[src/rtl/da_wave_ctrl.sv]
// Run-time controller for the DAC trapezoid/sawtooth generator.
// Debounces four active-low keys, walks between four waveform profiles and
// hands each new profile to the generator through a cfg_valid/cfg_ack
// handshake.
//
// Handshake: cfg_valid rises on the same edge that loads cfg_*, and cfg_*
// stay frozen while cfg_valid is high. The generator accepts by raising
// cfg_ack in any cycle where cfg_valid is high; cfg_valid drops on the next
// edge. cfg_ack seen while cfg_valid is low has no effect. If no ack arrives
// within ACK_TIMEOUT cycles the offer is withdrawn and cfg_err latches.
module da_wave_ctrl #(
    parameter int          DEBOUNCE_CYCLES = 1000000,
    parameter int          ACK_TIMEOUT     = 1024,
    parameter logic [13:0] P0_INC = 14'h131,
    parameter logic [13:0] P0_DEC = 14'h065,
    parameter logic [7:0]  P0_UP  = 8'h7F,
    parameter logic [7:0]  P0_DN  = 8'h1F,
    parameter logic [13:0] P1_INC = 14'h131,
    parameter logic [13:0] P1_DEC = 14'h065,
    parameter logic [7:0]  P1_UP  = 8'h01,
    parameter logic [7:0]  P1_DN  = 8'h01,
    parameter logic [13:0] P2_INC = 14'h262,
    parameter logic [13:0] P2_DEC = 14'h262,
    parameter logic [7:0]  P2_UP  = 8'h3F,
    parameter logic [7:0]  P2_DN  = 8'h3F,
    parameter logic [13:0] P3_INC = 14'h099,
    parameter logic [13:0] P3_DEC = 14'h033,
    parameter logic [7:0]  P3_UP  = 8'hFF,
    parameter logic [7:0]  P3_DN  = 8'h00
) (
    input  logic        CLOCK_100,
    input  logic        rst_n,
    input  logic [3:0]  KEY,
    input  logic        gen_cycle_done,
    input  logic        cfg_ack,
    output logic [13:0] cfg_inc,
    output logic [13:0] cfg_dec,
    output logic [7:0]  cfg_plateup,
    output logic [7:0]  cfg_platedown,
    output logic        cfg_valid,
    output logic        gen_enable,
    output logic [1:0]  profile_idx,
    output logic        cfg_err
);

    localparam int DB_W = $clog2(DEBOUNCE_CYCLES + 1);
    localparam int TO_W = $clog2(ACK_TIMEOUT + 1);
    localparam logic [DB_W-1:0] DB_LAST = DB_W'(DEBOUNCE_CYCLES - 1);
    localparam logic [TO_W-1:0] TO_LAST = TO_W'(ACK_TIMEOUT - 1);

    localparam logic [1:0] RUN   = 2'd0;
    localparam logic [1:0] PEND  = 2'd1;
    localparam logic [1:0] PAUSE = 2'd2;
    localparam logic [1:0] UPD   = 2'd3;

    // Packed profile word {inc, dec, plateup, platedown}
    function automatic logic [43:0] profile(input logic [1:0] idx);
        case (idx)
            2'd0:    return {P0_INC, P0_DEC, P0_UP, P0_DN};
            2'd1:    return {P1_INC, P1_DEC, P1_UP, P1_DN};
            2'd2:    return {P2_INC, P2_DEC, P2_UP, P2_DN};
            default: return {P3_INC, P3_DEC, P3_UP, P3_DN};
        endcase
    endfunction

    logic [3:0]      key_meta, key_sync, key_lvl, key_press;
    logic [DB_W-1:0] db_cnt [4];

    logic [1:0]      state, active, pending;
    logic [TO_W-1:0] timer;

    // Two-flop synchroniser for the asynchronous pushbuttons (idle high)
    always_ff @(posedge CLOCK_100 or negedge rst_n) begin
        if (!rst_n) begin
            key_meta <= 4'hF;
            key_sync <= 4'hF;
        end else begin
            key_meta <= KEY;
            key_sync <= key_meta;
        end
    end

    // Per-key debounce: accept a new level after DEBOUNCE_CYCLES stable cycles; pulse on accepted press
    always_ff @(posedge CLOCK_100 or negedge rst_n) begin
        if (!rst_n) begin
            key_lvl   <= 4'hF;
            key_press <= 4'h0;
            for (int k = 0; k < 4; k++) db_cnt[k] <= '0;
        end else begin
            key_press <= 4'h0;
            for (int k = 0; k < 4; k++) begin
                if (key_sync[k] == key_lvl[k]) begin
                    db_cnt[k] <= '0;
                end else if (db_cnt[k] == DB_LAST) begin
                    db_cnt[k]    <= '0;
                    key_lvl[k]   <= key_sync[k];
                    key_press[k] <= ~key_sync[k];
                end else begin
                    db_cnt[k] <= db_cnt[k] + 1'b1;
                end
            end
        end
    end

    // Same-cycle presses resolve as home > pause/run > next > prev
    logic home, pp, nxt, prv, step;
    logic [1:0] base_idx, step_idx;

    assign home = key_press[3];
    assign pp   = key_press[2] & ~key_press[3];
    assign nxt  = key_press[0] & ~key_press[3] & ~key_press[2];
    assign prv  = key_press[1] & ~key_press[3] & ~key_press[2] & ~key_press[0];
    assign step = nxt | prv;

    assign base_idx = (state == PEND) ? pending : active;
    assign step_idx = nxt ? base_idx + 2'd1 : base_idx - 2'd1;

    // Key-driven decisions for RUN/PEND/PAUSE; UPD ignores keys entirely
    logic       go_upd, clr_err, nx_gen_en;
    logic [1:0] go_idx, nx_state, nx_pending;

    always_comb begin
        go_upd     = 1'b0;
        go_idx     = pending;
        clr_err    = 1'b0;
        nx_gen_en  = gen_enable;
        nx_state   = state;
        nx_pending = pending;
        case (state)
            RUN: begin
                if (home) begin
                    go_upd  = 1'b1;
                    go_idx  = 2'd0;
                    clr_err = 1'b1;
                end else if (pp) begin
                    nx_gen_en = 1'b0;
                    nx_state  = PAUSE;
                end else if (step) begin
                    nx_pending = step_idx;
                    nx_state   = PEND;
                end
            end
            PEND: begin
                if (home) begin
                    go_upd  = 1'b1;
                    go_idx  = 2'd0;
                    clr_err = 1'b1;
                end else if (pp) begin
                    nx_gen_en = 1'b0;
                    go_upd    = 1'b1;
                end else if (step) begin
                    if (step_idx == active) begin
                        nx_pending = active;
                        nx_state   = RUN;
                    end else if (gen_cycle_done) begin
                        go_upd = 1'b1;
                        go_idx = step_idx;
                    end else begin
                        nx_pending = step_idx;
                    end
                end else if (gen_cycle_done) begin
                    go_upd = 1'b1;
                end
            end
            PAUSE: begin
                if (home) begin
                    go_upd    = 1'b1;
                    go_idx    = 2'd0;
                    clr_err   = 1'b1;
                    nx_gen_en = 1'b1;
                end else if (pp) begin
                    nx_gen_en = 1'b1;
                    nx_state  = RUN;
                end else if (step) begin
                    go_upd = 1'b1;
                    go_idx = step_idx;
                end
            end
            default: ;
        endcase
    end

    // Main FSM: profile bookkeeping, cfg handshake and ack timeout
    always_ff @(posedge CLOCK_100 or negedge rst_n) begin
        if (!rst_n) begin
            state       <= RUN;
            active      <= 2'd0;
            pending     <= 2'd0;
            {cfg_inc, cfg_dec, cfg_plateup, cfg_platedown} <= profile(2'd0);
            cfg_valid   <= 1'b0;
            gen_enable  <= 1'b1;
            cfg_err     <= 1'b0;
            timer       <= '0;
        end else if (state == UPD) begin
            if (cfg_ack) begin
                active    <= pending;
                cfg_valid <= 1'b0;
                state     <= gen_enable ? RUN : PAUSE;
            end else if (timer == TO_LAST) begin
                cfg_err   <= 1'b1;
                cfg_valid <= 1'b0;
                pending   <= active;
                {cfg_inc, cfg_dec, cfg_plateup, cfg_platedown} <= profile(active);
                state     <= gen_enable ? RUN : PAUSE;
            end else begin
                timer <= timer + 1'b1;
            end
        end else begin
            gen_enable <= nx_gen_en;
            if (clr_err) cfg_err <= 1'b0;
            if (go_upd) begin
                state     <= UPD;
                pending   <= go_idx;
                {cfg_inc, cfg_dec, cfg_plateup, cfg_platedown} <= profile(go_idx);
                cfg_valid <= 1'b1;
                timer     <= '0;
            end else begin
                state   <= nx_state;
                pending <= nx_pending;
            end
        end
    end

    assign profile_idx = active;

endmodule

[config.mk]
export PLATFORM = sky130hd
export DESIGN_NAME = da_wave_ctrl
export DESIGN_NICKNAME = d
export VERILOG_FILES = /design/src/rtl/da_wave_ctrl.sv
export SDC_FILE = /design/constraint.sdc
export NUM_CORES = 1
export LEC_CHECK = 0
export BUFFER_PORTS_ARGS = -buffer_cell sky130_fd_sc_hd__buf_2
export CAP_MARGIN = 10
export CORE_ASPECT_RATIO = 1.1
export CORE_MARGIN = 2
export CORE_UTILIZATION = 25
export CTS_BUF_LIST = sky130_fd_sc_hd__clkbuf_8 sky130_fd_sc_hd__clkbuf_16
export DETAILED_ROUTE_END_ITERATION = 8
export PLACE_DENSITY_LB_ADDON = 0.3
export SETUP_SLACK_MARGIN = 0.15
export SYNTH_ARGS = -nofsm -noshare
export SYNTH_HDL_FRONTEND = slang
export SYNTH_SLANG_ARGS = --single-unit
[constraint.sdc]
create_clock -name CLOCK_100 -period 3.1 [get_ports CLOCK_100]
set_clock_uncertainty 0.15 [all_clocks]
set_input_delay 0 -clock CLOCK_100 [delete_from_list [all_inputs] [get_ports CLOCK_100]]
set_output_delay 0 -clock CLOCK_100 [all_outputs]
set_load 0.03 [all_outputs]
# [After elaboration in Yosys (flattened, before gate mapping)]
# Index checks and enable logic that the tools add are counted.
[op_classes] n_reduce_logical=22 bitwise_logic=19 mux=100 eq_ne=33 n_addsub=7
[ops] op="$pmux W40 S3" n=2
[ops] op="$mux W20" n=8
[ops] op="$mux W14" n=8
[ops] op="$add A20 B1 Y20 const B" n=4
[ops] op="$eq A20 B20 Y1 const B" n=4
[ops] op="$mux W2" n=35
[ops] op="$mux W8" n=8
[ops] op="$mux W11" n=4
[ops] op="$mux W1" n=30
[ops] op="$ne A4 B3 Y1 const B" n=3
[ops] op="$ne A4 B4 Y1 const B" n=3
[ops] op="$not A1 Y1" n=12
[ops] op="$pmux W2 S3" n=2
[ops] op="$reduce_and A2 Y1" n=6
[ops] op="$add A11 B1 Y11 const B" n=1
[ops] op="$eq A11 B10 Y1 const B" n=1
[ops] op="$reduce_and A10 Y1" n=1
[ops] op="$reduce_and A3 Y1" n=3
[ops] op="$eq A2 B2 Y1 const B" n=4
[ops] op="$reduce_and A8 Y1" n=1
[ops] op="$and A1 B1 Y1" n=6
[ops] op="$eq A2 B1 Y1 const B" n=3
[ops] op="$logic_not A2 Y1" n=3
[ops] op="$ne A2 B2 Y1 const B" n=3
[ops] op="20 further kinds" n=26
[totals] out_inout_bits=49 inputBits=8 elab_cells=203 regBits=160

# [Logic depth before layout (Yosys ltp)]
# Gate-level depths: netlist (run 1).
[logic_depth] depth_word=14 depth_mapped=15 ltp_nobuf=14

# [Worst setup path after synthesis (run 1)]
# Ideal clock, no wire load.
[synth_path] path_type="register -> register" startpoint="register state[1]" endpoint="register cfg_dec[1]" period_less_slack_ps=3217 setup_time_ps=133 stages_incl_launch_ff=14 arrival_time_ps=2934 setup_slack_ps=-117 n_path_buf=1 t_required_ps=2817 cell_sequence="dfrtp_1 > inv_1 > ha_1 > buf_6 > mux2i_4 > xor2_2 > mux2i_4 > nor3b_1 > o31a_1 > a21o_1 > ha_1 > or3_1 > o31ai_1 > o21ai_0"
[synth_between] elab_chain_len=14 word_cells_on_any_way=33 cone_classes="2 x add/sub; 8 x eq/ne; 19 x mux; 4 x reduce/logical"
[synth_lines] element="start: declaration" line_no="69" source="logic [1:0] state, active, pending;"
[synth_lines] element="start signal: assignment" line_no="198" source="state <= gen_enable ? RUN : PAUSE;"
[synth_lines] element="start signal: assignment" line_no="204" source="state <= gen_enable ? RUN : PAUSE;"
[synth_lines] element="start signal: assignment" line_no="218" source="state <= nx_state;"
[synth_lines] element="$eq A2 B1 Y1" line_no="115, 129"
[synth_lines] element="$mux W2" line_no="115" source="assign base_idx = (state == PEND) ? pending : active;"
[synth_lines] element="$sub A2 B1 Y2 / $add A2 B1 Y2 (equally long branches)" line_no="116" source="assign step_idx = nxt ? base_idx + 2'd1 : base_idx - 2'd1;"
[synth_lines] element="$mux W2" line_no="116"
[synth_lines] element="$eq A2 B2 Y1 / $mux W2 (equally long branches)" line_no="152, 155"
[synth_lines] element="$mux W2" line_no="152" source="if (step_idx == active) begin"
[synth_lines] element="$mux W2" line_no="151" source="end else if (step) begin"
[synth_lines] element="$mux W2" line_no="148" source="end else if (pp) begin"
[synth_lines] element="$mux W2" line_no="144" source="if (home) begin"
[synth_lines] element="$pmux W2 S3" line_no="129" source="case (state)"
[synth_lines] element="$eq A2 B2 Y1, or another cell as far along" line_no="58" source="case (idx)"
[synth_lines] element="$pmux W40 S3" line_no="58"
[synth_lines] element="$mux W14" line_no="211" source="if (go_upd) begin"
[synth_lines] element="$mux W14" line_no="194" source="end else if (state == UPD) begin"
[synth_lines] element="end signal: assignment" line_no="189" source="{cfg_inc, cfg_dec, cfg_plateup, cfg_platedown} <= profile(2'd0);"
[synth_lines] element="end signal: assignment" line_no="203" source="{cfg_inc, cfg_dec, cfg_plateup, cfg_platedown} <= profile(active);"
[synth_lines] element="end signal: assignment" line_no="214" source="{cfg_inc, cfg_dec, cfg_plateup, cfg_platedown} <= profile(go_idx);"
[synth_lines] element="end: declaration" line_no="37" source="output logic [13:0] cfg_dec,"
# Parallel ways exist; a longest one is shown, timed or not. The select of a mux whose other input is x is not followed.
# A chain may end at the register's enable or synchronous reset.

# [Final worst setup path (run 1)]
[layout_path] startpoint="register state[0]" endpoint="register cfg_dec[1]"
# Same word-level chain as after synthesis.

==> flow_summary.yaml, run 1 <==
place:
  place_congestion: 0.778
  place_hpwl_mm: 9.07
  portBuffers: 40
  place_ws_ns: 0.0516
power:
  p_comb_share_pct: 3.0
  fin_total_pwr_mw: 3.72
  ir_drop_v: 0.000362
  internal_power_mw: 2.93
  clockPowerShare_pct: 52.0
  swShare_pct: 21.2
  p_leak_nw: 3.47
  p_seq_share_pct: 44.9
  switchingPower_mw: 0.790
  power_per_cell_area_mw_per_mm2: 465
clocking:
  ctsHtreeMaxLevel: 4
  clk_pin_slew_ns: 0.05
  cts_tree: "built"
  clock-sinks: 125
  clock_latency_ns: 0.41
  clockRootBuffer: "clkbuf_16"
  cts_buffer_depth: 2
  cts_buffers: 17
yosys:
  synth_area_mm2: 0.00673
  ys_warn_count: 0
  synth_top_area_share_pct: 39.4
  ys.flop_type: "dfrtp_1"
  synth.area.top_cells: "dfrtp_1 (39%), dfstp_2 (7.4%), nor2_1 (6.2%)"
  synth_edf_count: 0
  synth_cell_types: 65
  ys_ff_latch: 125
  avgSynthCellArea_um2: 9.75
  seq_area_frac_synth_pct: 46.8
  syn_inst: 691
  synth_top_area_cell: "dfrtp_1"
  synthArstFlopShare_pct: 100
final_layout:
  diodes: 0
  drive_above_1_share_pct: 19.9
  finalCoreUtilization_pct: 29.9
  finalNetCount: 774
  n_fill_cell: 2775
  area_growth_pct: 18.8
detailed_routing:
  drcViolationCount: 0
  avgViaCountPerCell: 4.33
  routed_wl_mm: 13.2
  dr_total_vias: 4825
  first_iter_violations: 182
  wl_per_cell_um: 11.9
  first_pass_iters: 5
  ant_nets: 0
worst_hold_path:
  hp-class: "input pin to asynchronous set/reset pin"
timing:
  setup_viol: 0
  fin_crit_sh_pct: 95.2
  finalHoldViolCount: 0
  drv_slew: 0
  worst_pin_slew_ns: 0.736
  fin_setup_tns_ns: 0
  rsz0062_at_grt: "true"
  finalWorstSetupSlack_ns: 0.149
  hold_ws_ns: 0.0445
  min_period_ns: 2.95
  max_freq_mhz: 339
  max_slew_margin_pct: 50.9
critical_path:
  crit_required_ns: 3.25
  crit_type: "flip-flop to flip-flop"
  regToRegEndpoint: "cfg_dec[1]"
  worst-path-buf-inv: 0
  r2r_cells: 11
  crit_family: "compound AO/OA/AOI/OAI gates"
  worst_setup_path_start_kind: "flip-flop"
  worstSetupPathDepth: 11
  max_stage_delay_ns: 0.47
  critPathLaunch: "state[0]"
  crit_end: "cfg_dec[1]"
  r2r_start: "state[0]"
  critPathCaptureType: "flip-flop"
  cp_data_arrival_time_ns: 3.10
  crit_chain: "ha_4, mux2i_4, xor2_2, mux2i_4, o31a_1, o31a_1, a21o_1, ha_2, or3_1, o31ai_1, o21ai_1"
  rrSetupSlack_ns: 0.15
  crit_path_top_delay_cell: "dfrtp_2"
  path_max_fanout: 6
grt:
  grt_pass1_vias: 4630
  grt_usage_pct: 9.92
  grt_pass1_wl_mm: 22.8
  globalRouteOverflowTotal: 0
  grt_antenna_before_repair: 0
  grt_start_max_net_pins: 80
floorplanning:
  core_mm2: 0.0267
  rows: 63
  fp.dieW_um: 160
  die_area_mm2: 0.0283
  io_pins: 57
  fp.dieH_um: 176
  start_util_pct: 25.2
status:
  status: "completed"
flow_run:
  max-cap-violations: 0
==> cell usage in the layout (no fill, tap or decap), types with 17 or more instances in the layout <==
cell type / instances
ha_1: 17
dfrtp_1: 105
xnor2_1: 38
buf_4: 31
clkbuf_16: 17
dfstp_2: 19
inv_1: 18
nand3_1: 40
o21ai_0: 22
and3_1: 17
nor2_1: 111
buf_2: 39
nand2_1: 48
xor2_1: 37
==> how the worst min path moves through the flow <==
stage / start / to / slack, ns / cells past startpoint
floorplan: rst_n / cfg_dec[1] / -0.45 / 0
detailed placement: rst_n / db_cnt[14] / -0.05 / 1
finish: rst_n / db_cnt[14] / 0.04 / 2
CTS: KEY[2] / key_meta[2] / 0.06 / 2
global route: KEY[2] / key_meta[2] / 0.07 / 2
global placement: rst_n / db_cnt[14] / -0.04 / 1
==> kinds of logic after synthesis <==
kind of cell	count (synthesis)	share of synthesized area [%]
AND/OR/NAND/NOR	296	21.6
flip-flops	125	46.8
AO/OA/AOI/OAI	79	7.69
XOR/XNOR	77	10.3
buffers and inverters	73	6.30
adder cells (fa/ha/maj)	21	3.90
multiplexers	18	3.27
other	2	0.112
==> synth_stat cells (all sizes together), types with 12 or more instances <==
cell    instances
mux2           12
buf            42
o21ai          30
clkbuf         14
nand3          40
and3           17
inv            17
nor3           13
ha             21
dfrtp         106
xnor2          38
nor2          111
dfstp          19
nand2          49
or3            13
xor2           38
a21oi          17
==> layout make-up <==
type	instances	area (um^2)	area share, %
Clock buffer	21	480	6.00
Multi-Input combinational cell	507	3260	40.7
Timing Repair Buffer	77	499	6.24
Sequential cell	125	3150	39.4
Inverter	17	63.8	0.797
Tap cell	357	447	5.58
Clock inverter	11	103	1.28
==> flip-flops by register name, summed over array words and instances, names as in the netlist, 4 cells and up <==
name and flops:
key_meta 4, cfg_inc 5, key_lvl 4, key_sync 4, db_cnt 80, timer 11
key_press 4
==> power groups by stage <==
| stage | combinational [mW] | sequential, mW | clock (mW) |
|---|---|---|---|
| final | 0.113 | 1.67 | 1.94 |
| after global routing | 0.131 | 1.67 | 2.08 |
| after CTS | 0.119 | 1.67 | 2.00 |
| after detailed placement | 0.112 | 1.70 | 0 |
| after global placement | 0.113 | 1.70 | 0 |
| after floorplan | 0.0744 | 1.70 | 0 |
==> per-stage QoR <==
stage,instance area [um^2],cells
final,8000,1115
after global placement,7320,1075
after global routing,8000,1115
after detailed placement,7320,1075
after CTS,7970,1114
after floorplan,6810,705
==> metal layers <==
metal | wire [um] | GRT usage (%)
met1 | 6250 | 12.4
met2 | 6340 | 16.4
met3 | 420 | 2.44
met4 | 236 | 4.17
met5 | 0 | 0
==> what timing repair did <==
action	CTS	global route
buffers inserted	1	1
setup endpoints to repair	5	7
hold buffers	6	0
hold endpoints to repair	86	0
pin swaps	6	4
resized for setup	2	7
(Power assumes the default switching activity.)
==> run 2, diff against run 1 <==
--- a/config.mk
+++ b/config.mk
@@ -12,7 +12,6 @@
 export CORE_UTILIZATION = 25
 export CTS_BUF_LIST = sky130_fd_sc_hd__clkbuf_8 sky130_fd_sc_hd__clkbuf_16
 export DETAILED_ROUTE_END_ITERATION = 8
-export PLACE_DENSITY_LB_ADDON = 0.3
 export SETUP_SLACK_MARGIN = 0.15
 export SYNTH_ARGS = -nofsm -noshare
 export SYNTH_HDL_FRONTEND = slang
==> run 2 against run 1 <==
- global-route usage shrank 0.15 points
- final area up 0.63%
- combinational power about the same
- largest power group unchanged
==> flow_summary.yaml, run 2 (synthesis gave the netlist of run 1 again) <==
status:
  status: "completed"
clocking:
  clockRootBuffer: "clkbuf_16"
  clock-sinks: 125
  cts_buffer_depth: 2
  cts_buffers: 17
  clk_pin_slew_ns: 0.05
  cts_tree: "built"
  clock_latency_ns: 0.42
  ctsHtreeMaxLevel: 4
timing:
  fin_crit_sh_pct: 96.6
  max_slew_margin_pct: 50.7
  rsz0062_at_grt: "true"
  setup_viol: 0
  min_period_ns: 2.99
  fin_setup_tns_ns: 0
  worst_pin_slew_ns: 0.739
  drv_slew: 0
  finalHoldViolCount: 0
  max_freq_mhz: 334
critical_path:
  r2r_cells: 12
  worst_setup_path_start_kind: "flip-flop"
  crit_required_ns: 3.25
  rrSetupSlack_ns: 0.11
  regToRegEndpoint: "cfg_dec[1]"
  path_max_fanout: 5
  crit_type: "flip-flop to flip-flop"
  critPathCaptureType: "flip-flop"
  cp_data_arrival_time_ns: 3.14
  r2r_start: "state[1]"
detailed_routing:
  wl_per_cell_um: 11.9
  first_iter_violations: 191
  first_pass_iters: 4
  routed_wl_mm: 13.2
  dr_total_vias: 4895
  avgViaCountPerCell: 4.40
  ant_nets: 0
  drcViolationCount: 0
floorplanning:
  fp.dieW_um: 160
  io_pins: 57
  start_util_pct: 25.2
  core_mm2: 0.0267
  die_area_mm2: 0.0283
  rows: 63
  fp.dieH_um: 176
place:
  place_congestion: 0.797
  place_hpwl_mm: 8.89
  portBuffers: 40
final_layout:
  final_cell_mix: "nor2_1 (110), dfrtp_1 (105), nand2_1 (48), nand3_1 (40), buf_2 (40)"
  n_fill_cell: 2758
  drive_above_1_share_pct: 20.1
  top_register: "db_cnt"
  diodes: 0
  largest_reg_flops: 80
  final_common_cell: "nor2_1"
  finalNetCount: 771
  area_growth_pct: 19.6
  finalCoreUtilization_pct: 30.1
grt:
  grt_pass1_wl_mm: 22.7
  globalRouteOverflowTotal: 0
  grt_usage_pct: 9.77
  grt_antenna_before_repair: 0
  grt_pass1_vias: 4831
  grt_start_max_net_pins: 72
flow_run:
  max-cap-violations: 0
power:
  p_leak_nw: 3.47
  ir_drop_v: 0.000385
  power_per_cell_area_mw_per_mm2: 470
worst_hold_path:
  hp-class: "input pin to asynchronous set/reset pin"
-- run 2: cell types whose count changed in the layout (fill, tap and decap cells not counted), moves of 2 or more --
cell,previous run,this run
ha_1,17,15
o21ai_0,22,24
clkbuf_8,4,6
inv_2,3,1
inv_4,0,2
buf_4,31,27
ha_4,2,5
clkinv_2,4,1
-- run 2: report_power, final --
group | internal (mW) | switching [mW]
combinational | 0.0256 | 0.0869
sequential | 1.66 | 0.0153
clock | 1.30 | 0.705
-- run 2: routing by layer --
| metal | routed length, um | up-vias | global-route usage [%] | share of wire [%] |
|---|---|---|---|---|
| met5 | 0 | - | 0 | 0 |
| met4 | 236 | 0 | 3.90 | 1.8 |
| met3 | 418 | 16 | 2.26 | 3.2 |
| met2 | 6510 | 78 | 16.5 | 49 |
| met1 | 6040 | 2390 | 12.1 | 46 |
| li1 | - | 2411 | - | - |
-- run 2: stage by stage --
stage	hold slack [ns]	setup slack [ns]	total power [mW]	instance area [um^2]	std cells
final	0.00248	0.106	3.79	8050	1112
after global placement	-0.0885	0.0504	1.81	7280	1070
after global routing	0.0654	0.00773	3.93	8050	1112
after CTS	0.0347	0.0636	3.84	7960	1110
after floorplan	-0.446	0.0162	1.77	6810	705
after detailed placement	-0.0817	0.0375	1.81	7280	1070
-- run 2: area by class of cell --
type / count / area, um^2 / share of cell area, %
Inverter: 17 / 68.8 / 0.855
Timing Repair Buffer: 74 / 474 / 5.89
Tap cell: 357 / 447 / 5.55
Clock buffer: 23 / 508 / 6.31
Multi-Input combinational cell: 507 / 3310 / 41.1
Clock inverter: 9 / 95.1 / 1.18
Sequential cell: 125 / 3150 / 39.2
-- run 2: what timing repair did --
action	4_1_cts	5_1_grt
endpoints found under the setup margin	3	7
pin swaps	5	9
buffers inserted	2	1
hold endpoints to repair	79	0
resized for setup	0	17
hold buffers	6	0
-- run 2: critical path: stages (launching register included) --
cell and delay [ns]:
dfrtp_1 0.38, inv_2 0.10, ha_4 0.16, mux2i_4 0.27, xor2_2 0.22, mux2i_4 0.32
nor3b_2 0.07, o31a_1 0.31, a21o_4 0.23, ha_4 0.17, or3_1 0.35, o31ai_1 0.08
o21ai_1 0.08
-- run 2: how the worst max path moves through the flow --
stage,start,end,slack [ns],cells after the start
6_report,state[1],cfg_dec[1],0.11,12
5_1_grt,state[1],cfg_dec[1],0.008,11
4_1_cts,state[1],cfg_inc[7],0.06,11
3_5_place_dp,state[1],cfg_dec[1],0.04,11
3_3_place_gp,state[1],cfg_dec[1],0.05,11
2_1_floorplan,state[1],cfg_dec[1],0.02,13
==> run 3, diff against run 2 <==
--- a/config.mk
+++ b/config.mk
@@ -6,12 +6,12 @@
 export NUM_CORES = 1
 export LEC_CHECK = 0
 export BUFFER_PORTS_ARGS = -buffer_cell sky130_fd_sc_hd__buf_2
-export CAP_MARGIN = 10
 export CORE_ASPECT_RATIO = 1.1
 export CORE_MARGIN = 2
-export CORE_UTILIZATION = 25
+export CORE_UTILIZATION = 45
 export CTS_BUF_LIST = sky130_fd_sc_hd__clkbuf_8 sky130_fd_sc_hd__clkbuf_16
 export DETAILED_ROUTE_END_ITERATION = 8
+export PLACE_DENSITY = 0.65
 export SETUP_SLACK_MARGIN = 0.15
 export SYNTH_ARGS = -nofsm -noshare
 export SYNTH_HDL_FRONTEND = slang
==> run 3 against run 2 <==
- clock power down 2%
- clock-buffer cell count down 4
- critical path depth unchanged
- worst setup slack worse by 0.018 ns
- global-route usage up 7.6 points
- largest power group unchanged
- wire length about the same
- sequential power about the same
- hold slack better by 0.071 ns
- final area down 2.9%
- first-iteration DRC count up 58%
- total power down 1.1%
==> flow_summary.yaml, run 3 (synthesis gave the netlist of run 1 again) <==
final_layout:
  diodes: 0
  multi_input_area_mm2: 0.00330
  finalCoreUtilization_pct: 53.9
  n_fill_cell: 1300
  finalNetCount: 769
  register_area_mm2: 0.00315
  area_growth_pct: 16.2
  final_common_cell: "nor2_1"
  final_cell_mix: "nor2_1 (111), dfrtp_1 (105), nand2_1 (48), nand3_1 (40), buf_2 (39)"
  largest_reg_flops: 80
  drive_above_1_share_pct: 20.2
  fin_area_mm2: 0.00782
  top_register: "db_cnt"
timing:
  finalWorstSetupSlack_ns: 0.0884
  rsz0062_at_grt: "true"
  worst_pin_slew_ns: 0.967
  finalHoldViolCount: 0
  setup_viol: 0
  hold_ws_ns: 0.0730
  max_freq_mhz: 332
  max_slew_margin_pct: 35.5
  fin_crit_sh_pct: 97.1
  drv_slew: 0
  min_period_ns: 3.01
place:
  place_congestion: 0.860
  place_area_mm2: 0.00709
  place_hpwl_mm: 9.13
  portBuffers: 40
  place_ws_ns: 0.0123
detailed_routing:
  wl_per_cell_um: 14.0
  dr_total_vias: 4935
  drcViolationCount: 0
  ant_nets: 0
  avgViaCountPerCell: 5.22
  first_pass_iters: 5
  first_iter_violations: 301
  routed_wl_mm: 13.2
grt:
  grt_usage_pct: 17.4
  grt_pass1_wl_mm: 22.6
  globalRouteOverflowTotal: 0
  grt_antenna_before_repair: 0
  grt_start_max_net_pins: 77
  grt_pass1_vias: 4963
clocking:
  clk_pin_slew_ns: 0.06
  cts_tree: "built"
  clock-sinks: 125
  cts_buffers: 17
  clockRootBuffer: "clkbuf_16"
  clock_latency_ns: 0.41
  ctsHtreeMaxLevel: 4
  cts_buffer_depth: 2
critical_path:
  worst_setup_path_start_kind: "flip-flop"
  crit_type: "flip-flop to flip-flop"
  r2r_cells: 12
  rrSetupSlack_ns: 0.09
  crit_required_ns: 3.25
  critPathCaptureType: "flip-flop"
  regToRegEndpoint: "cfg_dec[1]"
  r2r_start: "state[1]"
  path_max_fanout: 5
  cp_data_arrival_time_ns: 3.16
floorplanning:
  start_util_pct: 46.4
  core_mm2: 0.0145
  rows: 46
  die_area_mm2: 0.0160
  io_pins: 57
  fp.dieW_um: 121
  fp.dieH_um: 132
worst_hold_path:
  min_path_cells: 2
  min_from: "KEY[1]"
  hold_end: "key_meta[1]"
  hp-class: "input pin to flip-flop"
power:
  p_leak_nw: 3.43
  ir_drop_v: 0.000361
  fin_total_pwr_mw: 3.74
  power_per_cell_area_mw_per_mm2: 479
status:
  status: "completed"
flow_run:
  max-cap-violations: 0
==> run 3: area by class of cell <==
cell class / count / area share (%)
clock inverter: 13 / 1.81
sequential: 125 / 40.3
inverter: 17 / 0.816
tap: 192 / 3.07
clock buffer: 19 / 5.79
timing repair buffer: 72 / 6.01
multi-input combinational: 507 / 42.2
==> run 3: report_power, final <==
| group | internal [mW] | total [mW] | switching (mW) | leakage (nW) |
|---|---|---|---|---|
| Combinational | 0.0261 | 0.112 | 0.0861 | 1.51 |
| Clock | 1.23 | 1.96 | 0.736 | 0.274 |
| Sequential | 1.66 | 1.67 | 0.0153 | 1.65 |
==> run 3: how the worst max path moves through the flow <==
stage                  to  cells past startpoint  slack (ns)  startpoint
2_1_floorplan  cfg_dec[1]                     13        0.02    state[1]
3_3_place_gp   cfg_dec[1]                     11        0.05    state[1]
3_5_place_dp   cfg_dec[1]                     11        0.01    state[1]
4_1_cts        cfg_dec[1]                     11        0.05    state[1]
5_1_grt        cfg_dec[1]                     12       -0.04    state[1]
6_report       cfg_dec[1]                     12        0.09    state[1]
==> run 3: worst max-delay path, cell delays in order, from the launching register on <==
cell and delay (ns):
dfrtp_1 0.40, inv_2 0.11, ha_4 0.16, mux2i_4 0.26
xor2_2 0.22, mux2i_4 0.32, o21bai_1 0.09, a31o_1 0.26
a22o_4 0.27, ha_1 0.20, or3_1 0.31, o31ai_1 0.08
o21ai_1 0.08
==> run 3: per-stage QoR <==
step / std cells / setup TNS [ns]
3_3_place_gp: 905 / 0
6_report: 945 / 0
4_1_cts: 943 / 0
2_1_floorplan: 705 / 0
5_1_grt: 945 / -0.0743
3_5_place_dp: 905 / 0
==> run 3: timing repair <==
action,in CTS,in global routing
endpoints found under the setup margin,6,8
hold buffers,6,0
resized for setup,3,11
setup buffers,0,2
cloned,0,0
pin swaps,4,7
endpoints found under the hold margin,74,0
==> run 3: routing by layer <==
layer	wire (um)	vias up	track usage (%)
met5	0	-	0
met4	277	0	7.62
met3	405	22	4.63
met2	6610	94	28.9
met1	5910	2414	21.2
li1	-	2405	-
